==> src/rtl/interp_filter.sv <==
// interp_filter: expands each PID word into 2^ism linear DAC steps.
// Build option: define INTERP_PREEMPT_EN to let new words preempt a ramp.
module interp_filter #(
  parameter int W_DATA   = 18,
  parameter int W_ISM    = 3,
  parameter int ISM_INIT = 0
) (
  input  logic                     clk_in,
  input  logic                     reset_in,
  input  logic signed [W_DATA-1:0] data_in,
  input  logic                     data_valid_in,
  input  logic                     step_in,
  input  logic [W_ISM-1:0]         ism_in,
  input  logic                     activate_in,
  input  logic                     update_en_in,
  input  logic                     update_in,
  output logic signed [W_DATA-1:0] data_out,
  output logic                     data_valid_out,
  output logic                     busy_out,
  output logic                     overrun_out
);

  localparam int MAX_ISM = 2**W_ISM - 1;
  localparam int W_ACC   = W_DATA + 1 + MAX_ISM;

  typedef enum logic [1:0] {
    S_IDLE, S_WAIT, S_LOAD, S_RAMP
  } state_t;

  state_t state_q, state_d;

  logic signed [W_ACC-1:0]  acc_q, acc_d;
  logic signed [W_ACC-1:0]  acc_nxt, acc_sh, dout_ext;
  logic signed [W_DATA:0]   delta_q, delta_d;
  logic [MAX_ISM-1:0]       cnt_q, cnt_d, last_cnt;
  logic [W_ISM-1:0]         ism_cur_q, ism_cur_d;
  logic [W_ISM-1:0]         ism_ramp_q, ism_ramp_d;
  logic signed [W_DATA-1:0] tgt_q, tgt_d;
  logic signed [W_DATA-1:0] pend_q, pend_d;
  logic signed [W_DATA-1:0] dout_q, dout_d;
  logic                     pvld_q, pvld_d;
  logic                     dv_q, dv_d;
  logic                     ovr_q, ovr_d;
  logic                     last;
  logic                     unused_acc;

  assign dout_ext =
    {{(W_ACC-W_DATA){dout_q[W_DATA-1]}}, dout_q};
  assign acc_nxt =
    acc_q + {{MAX_ISM{delta_q[W_DATA]}}, delta_q};
  assign acc_sh     = acc_nxt >>> ism_ramp_q;
  assign unused_acc = ^acc_sh[W_ACC-1:W_DATA];
  assign last_cnt   = ~({MAX_ISM{1'b1}} << ism_ramp_q);
  assign last       = (cnt_q == last_cnt);

  assign data_out       = dout_q;
  assign data_valid_out = dv_q;
  assign busy_out       = (state_q == S_LOAD) ||
                          (state_q == S_RAMP);
  assign overrun_out    = ovr_q;

  // Next-state, ramp datapath and pending-word bookkeeping
  always_comb begin
    state_d    = state_q;
    acc_d      = acc_q;
    delta_d    = delta_q;
    cnt_d      = cnt_q;
    ism_ramp_d = ism_ramp_q;
    tgt_d      = tgt_q;
    pend_d     = pend_q;
    pvld_d     = pvld_q;
    dout_d     = dout_q;
    dv_d       = 1'b0;
    ovr_d      = ovr_q;
    ism_cur_d  = ism_cur_q;
    if (update_in && update_en_in) ism_cur_d = ism_in;
    if (!activate_in) begin
      state_d = S_IDLE;
      pvld_d  = 1'b0;
      ovr_d   = 1'b0;
    end else begin
      unique case (state_q)
        S_IDLE: state_d = S_WAIT;
        S_WAIT: begin
          if (data_valid_in) begin
            tgt_d   = data_in;
            state_d = S_LOAD;
          end
        end
        S_LOAD: begin
          ism_ramp_d = ism_cur_q;
          acc_d      = dout_ext <<< ism_cur_q;
          delta_d    = {tgt_q[W_DATA-1], tgt_q} -
                       {dout_q[W_DATA-1], dout_q};
          cnt_d      = '0;
          state_d    = S_RAMP;
`ifdef INTERP_PREEMPT_EN
          // A newer word retargets before any step was taken.
          if (data_valid_in) begin
            tgt_d   = data_in;
            state_d = S_LOAD;
          end
`else
          if (data_valid_in) begin
            pend_d = data_in;
            pvld_d = 1'b1;
            if (pvld_q) ovr_d = 1'b1;
          end
`endif
        end
        S_RAMP: begin
          if (step_in) begin
            acc_d  = acc_nxt;
            dout_d = acc_sh[W_DATA-1:0];
            dv_d   = 1'b1;
            cnt_d  = cnt_q + 1'b1;
          end
`ifdef INTERP_PREEMPT_EN
          if (data_valid_in) begin
            tgt_d   = data_in;
            state_d = S_LOAD;
          end else if (step_in && last) begin
            state_d = S_WAIT;
          end
`else
          if (data_valid_in) begin
            pend_d = data_in;
            pvld_d = 1'b1;
            if (pvld_q) ovr_d = 1'b1;
          end
          if (step_in && last) begin
            if (data_valid_in) begin
              tgt_d   = data_in;
              pvld_d  = 1'b0;
              state_d = S_LOAD;
            end else if (pvld_q) begin
              tgt_d   = pend_q;
              pvld_d  = 1'b0;
              state_d = S_LOAD;
            end else begin
              state_d = S_WAIT;
            end
          end
`endif
        end
        default: state_d = S_IDLE;
      endcase
    end
  end

  // State and datapath registers with synchronous reset
  always_ff @(posedge clk_in) begin
    if (reset_in) begin
      state_q    <= S_IDLE;
      acc_q      <= '0;
      delta_q    <= '0;
      cnt_q      <= '0;
      ism_cur_q  <= W_ISM'(ISM_INIT);
      ism_ramp_q <= W_ISM'(ISM_INIT);
      tgt_q      <= '0;
      pend_q     <= '0;
      pvld_q     <= 1'b0;
      dout_q     <= '0;
      dv_q       <= 1'b0;
      ovr_q      <= 1'b0;
    end else begin
      state_q    <= state_d;
      acc_q      <= acc_d;
      delta_q    <= delta_d;
      cnt_q      <= cnt_d;
      ism_cur_q  <= ism_cur_d;
      ism_ramp_q <= ism_ramp_d;
      tgt_q      <= tgt_d;
      pend_q     <= pend_d;
      pvld_q     <= pvld_d;
      dout_q     <= dout_d;
      dv_q       <= dv_d;
      ovr_q      <= ovr_d;
    end
  end

endmodule

==> config.mk <==
export PLATFORM = sky130hd
export DESIGN_NAME = interp_filter
export DESIGN_NICKNAME = d
export VERILOG_FILES = /design/src/rtl/interp_filter.sv
export SDC_FILE = /design/constraint.sdc
export NUM_CORES = 1
export LEC_CHECK = 0
export CORE_MARGIN = 2
export CORE_UTILIZATION = 50
export CTS_CLUSTER_DIAMETER = 50
export DETAILED_ROUTE_END_ITERATION = 10
export GPL_TIMING_DRIVEN = 0
export HOLD_SLACK_MARGIN = 0.15
export PLACE_DENSITY = 0.79
export REMOVE_ABC_BUFFERS = 1
export SLEW_MARGIN = 25
export SYNTH_ARGS = -nofsm -noshare
export SYNTH_HDL_FRONTEND = slang
export SYNTH_SLANG_ARGS = --single-unit
==> constraint.sdc <==
create_clock -name clk_in -period 6.8 [get_ports clk_in]
set_input_delay 1.36 -clock clk_in [delete_from_list [all_inputs] [get_ports clk_in]]
set_output_delay 1.36 -clock clk_in [all_outputs]
set_load 0.05 [all_outputs]
### Word level (Yosys, flattened, before mapping)

Cells that the tools add are included.
Widths: inputs -> output; s select.

* mux-type cells: 20
* reductions and logical operators: 16
* bitwise logic cells: 3
* $add $sub $neg: 3
* equal/unequal tests: 8
* shift operators: 3

Operators with widths (count)
* $mux 18: 4
* $pmux 26 s2: 1
* $pmux 18 s2: 1
* $add 26x26->26: 1
* $mux 26: 1
* $sshl 18x3->26: 1
* $sshr 26x3->18: 1
* $sub 18x18->19: 1
* $pmux 7 s2: 1
* $reduce_and 3->1: 4
* $mux 2: 4
* $pmux 2 s4: 1
* $add 7x1->7 const B: 1
* $eq 7x7->1: 1
* $mux 7: 1
* $not 7->7: 1
* $shl 7x3->7 const A: 1
* $mux 1: 5
* $reduce_and 5->1: 1
* $eq 2x2->1 const B: 2
* $ne 2x2->1 const B: 2
* $reduce_and 2->1: 2
* $reduce_bool 2->1: 2
* $reduce_or 2->1: 2
* 9 further kinds: 11

* output and inout bits: 21
* flip-flop bits (word level): 117
* input bits: 28

### Logic depth before layout (Yosys ltp)

* word-level depth: 6
* depth in mapped cells: 11
* gate-level depth less buffers: 11

### Worst setup path before layout

OpenSTA, ideal clock, no wires.

* kind: reg2reg
* start: register acc_q[0]
* end: register dout_q[13], in the netlist data_out[13]
* path buffers: 0
* period minus slack after synthesis: 3156 ps
* cell stages (with the launch flop): 11
* data required time: 6660 ps
* slack: 3644 ps
* arrival time: 3016 ps
* cells stage by stage: dfxtp_1 -> ha_1 -> fa_1 -> a211oi_1 -> o211ai_2 -> and4_1 -> or4_1 -> and2_1 -> mux4_2 -> a21oi_1 -> a221oi_1

* longest elaborated chain between the ends: 2

RTL lines
* from (decl): line 32 `logic signed [W_ACC-1:0] acc_q, acc_d;`
* from (signal assigned): line 155 `acc_q <= '0;`
* from (signal assigned): line 168 `acc_q <= acc_d;`
* $add 26x26->26: line 50 `acc_q + {{MAX_ISM{delta_q[W_DATA]}}, delta_q};`
* $sshr 26x3->18: line 51 `assign acc_sh = acc_nxt >>> ism_ramp_q;`
* to (signal assigned): line 176 `dout_q <= dout_d;`
* to (decl): line 40 `logic signed [W_DATA-1:0] dout_q, dout_d;`

Every way passes these cells.
A chain may end at the register's enable or synchronous reset.

### Worst setup path in the final report

* start: input port activate_in
* end: register dout_q[15], in the netlist data_out[15]

* longest elaborated chain between the ends: 1

RTL lines
* from (decl): line 14 `input logic activate_in,`
* $reduce_and 3->1 (no source line)

Every way passes these cells.

==> results.txt <==
GRT Max-Usage Layer = met2
Global-route wire length before repair = 38.8 mm
Met2 Use GR = 42.0%
N_diodes = 0
Most frequent cell on the critical path = nand2_1
Nets = 1,170
Row cnt = 47
Vias in the first global route = 7,704
Fraction of layout cells with a size suffix above 1 = 6.85%
Die width = 134 um
Power consumption = 1.69 mW
Hold endpoint = pend_q[7]$_SDFFE_PP0P_
Worst Setup End Kind = flop
Yosys cell types = 77
Worst Path Required = 7.12 ns
Worst-margin pin slew = 1.07 ns
Number of synthesized register bits = 116
Sequential area share after synthesis = 27.3%
Crit-path max cell delay = 0.68 ns
# setup viols final = 0
DRC = 0
Initial antenna violation count = 0
Cts bufs inserted = 17
Period utilization = 56.2%
Fin. max-slew vios = 0
Leak = 3.72 nW
Hold Crit Class = reg -> reg
Vias per inst = 6.27
Core ar. = 16,600 um2
R2r startpoint = delta_q[0]$_SDFFE_PP0P_
Area occupied by multi-input gates = 5740 um2
Mean Syn Cell Area = 7.71 um2
Max Cap Viol = 0
# clock sinks = 116
PD cells = 176 nW/um2
Hold_buf cts = 0
FILL cells = 1,507
DIE AREA = 18,100 um2
Final Cell Area = 9620 um2
Final GP Congestion = 0.989
Initial DRC count = 668
Largest net degree at the start of global routing = 74
Hold Vio Cnt, Final = 0
Max_slew headroom = 28.9%
Cell family with most CP delay = simple AND/OR/NAND/NOR gates
Critical-path cell list = clkdlybuf4s50_1, nand2_1, a21o_2, nor2_2, nand2_1, nor2_1, o21ai_0, o31ai_1
Total iterations of the first detailed-routing run = 5
Gr usage total = 26.7%
FFs w/ async S/R, synth = 0%
Worst EP arrival = 4.14 ns
Post-synth EDFFs = 0
Final Core Density = 58.0%
Starting Density = 51.2%
Clk_skew = 0.00634 ns
Area added between synthesis and finish = 13.2%
Flop2flop setup slack = 3.03 ns
CTS tree = built
Post-CTS Resized = 0
Htree depth = 4
F_max = 262 MHz
Die Ht = 134 um
Post-layout minimum cycle time = 3.82 ns
Critical path class = in -> reg
Commonest non-fill, non-tap cells in the layout = 153 x nand2_1, 114 x dfxtp_1, 101 x a21oi_1, 100 x nor2_1, 48 x a211oi_1
Total wire length = 23.4 mm
Worst IR Drop VDD = 0.164 mV
Met3 Use GR = 5.74%
Top cell type's share of synthesized area = 27.3%
R2r endpoint = data_out[17]$_SDFFE_PP0P_
IO Count = 49
Post-DP Area = 9050 um2
Post-synth design cell area = 8500 um2
Ys flop type = dfxtp_1
Postcts setup bufs = 0
Detailed placement HPWL = 17.2 mm
Wirelength per Cell = 17.6 um
Clock Latency Late Sink = 0.43 ns
Grt met1 use = 36.2%
Synth area leaders = dfxtp_1 27%, nand2_1 6.8%, ha_1 6.3%, a21oi_1 6.0%, mux2i_1 4.7%
Commonest non-fill, non-tap cell in the layout = nand2_1
Worst r2r path cells = 10
Post-DRT Antenna Nets = 0
I/O Buffers = 48
CP bufs+invs = 1
Leading area contributor after synthesis = dfxtp_1
Crit start category = primary input
Vias = 8,344
Clock Pin Slew Worst Setup and Hold Paths = 0.05 ns
Hold slack = 0.451 ns
WHS Path Cells = 2
Hold path startpoint = pend_q[7]$_SDFFE_PP0P_
Status = finished, final reports clean
GRT overflow = 0
Cells after Synth = 1,102
Clock Path Buffers = 2
Worst-path maximum fanout = 37
RSZ-0062 raised after global routing = no
YS warnings = 0
FF+latch area = 2320 um2
Root buf cell = clkbuf_16
Slowest cell on crit path = nor2_2
[through the flow]
stage	setup WS (ns)	std cells	TNS [ns]
after floorplan	3.35	1025	0
after global placement	-0.355	1293	-0.626
after detailed placement	2.68	1298	0
after CTS	3.05	1330	0
after global routing	2.77	1330	0
final	2.98	1330	0
[cell families (layout without fill, tap and decap cells)]
kind of cell / count (synthesis) / after routing / synth area share [%]
xor+xnor: 30 / 30 / 3.18
fa+ha+maj: 45 / 45 / 6.80
simple gates: 395 / 395 / 21.1
compound gates: 339 / 339 / 27.4
mux: 57 / 57 / 8.82
flops: 116 / 116 / 27.3
buf+inv: 120 / 128 / 5.36
[worst max path at each step]
stage	cells past startpoint	to	from
3_5_place_dp	8	data_out[15]$_SDFFE_PP0P_	activate_in
6_report	8	data_out[15]$_SDFFE_PP0P_	activate_in
5_1_grt	9	tgt_q[17]$_SDFFE_PP0P_	ism_ramp_q[2]$_SDFFE_PP0P_
3_3_place_gp	5	delta_q[14]$_SDFFE_PP0P_	reset_in
4_1_cts	10	data_out[17]$_SDFFE_PP0P_	delta_q[0]$_SDFFE_PP0P_
2_1_floorplan	8	data_out[16]$_SDFFE_PP0P_	activate_in
[final cells by class]
class                      count  area share (%)
tap                          220            2.86
clock buffer                  23            4.97
sequential                   116            24.2
multi-input combinational    866            59.7
timing repair buffer          53            5.76
clock inverter                 9           0.820
inverter                      43            1.68
[power breakdown]
part	internal, mW	switching, mW	total (mW)
Combinational	0.0632	0.0801	0.143
Clock	0.527	0.317	0.844
Sequential	0.687	0.0130	0.700
Total	1.28	0.411	1.69
[metal layers]
metal	routed length, um	share of wire (%)
met1	10300	44
met2	10700	46
met3	1780	7.6
met4	594	2.5
met5	0	0
[worst reg2reg max path, cell delays in order, from the launching register on]
cell and delay, ns:
dfxtp_1 0.34, ha_1 0.25, fa_1 0.44, a211oi_1 0.42, o211ai_2 0.23, a31oi_1 0.36
nor4b_1 0.11, nor4b_1 0.69, mux2_1 0.43, o2111a_1 0.15, nor4_1 0.24
[cells in the mapped netlist, types with 4 or more instances]
cell type,instances
a221oi_1,7
nor4b_1,5
a2111oi_0,4
ha_1,43
nand3_1,27
and3_1,16
a31oi_1,13
nand2b_1,6
buf_2,4
dfxtp_1,116
mux4_2,14
o22ai_1,6
and2_1,9
a211o_1,7
o2bb2ai_1,4
nor2b_1,6
o211ai_1,19
nand4_1,6
clkbuf_1,62
o2111ai_1,4
nor4_1,8
inv_1,41
or3_1,13
a311o_1,5
xnor2_1,17
and4_1,4
nand2_1,153
o31ai_1,6
a21o_1,18
xor2_1,12
o21ai_0,36
mux2i_1,40
nor2_1,102
a211oi_1,48
a21oi_1,102
buf_1,11
o211a_1,7
o21a_1,11
nor3_1,31
[registers in the layout, summed over array words and instances (netlist names)]
| register | flops |
|---|---|
| ism_cur_q | 3 |
| pvld_q | 1 |
| delta_q | 19 |
| state_q | 2 |
| tgt_q | 18 |
| pend_q | 18 |
| data_out | 18 |
| data_valid_out | 1 |
| cnt_q | 7 |
| ism_ramp_q | 3 |
| acc_q | 25 |
| overrun_out | 1 |
No activity file was read; power rests on OpenSTA's default activity.
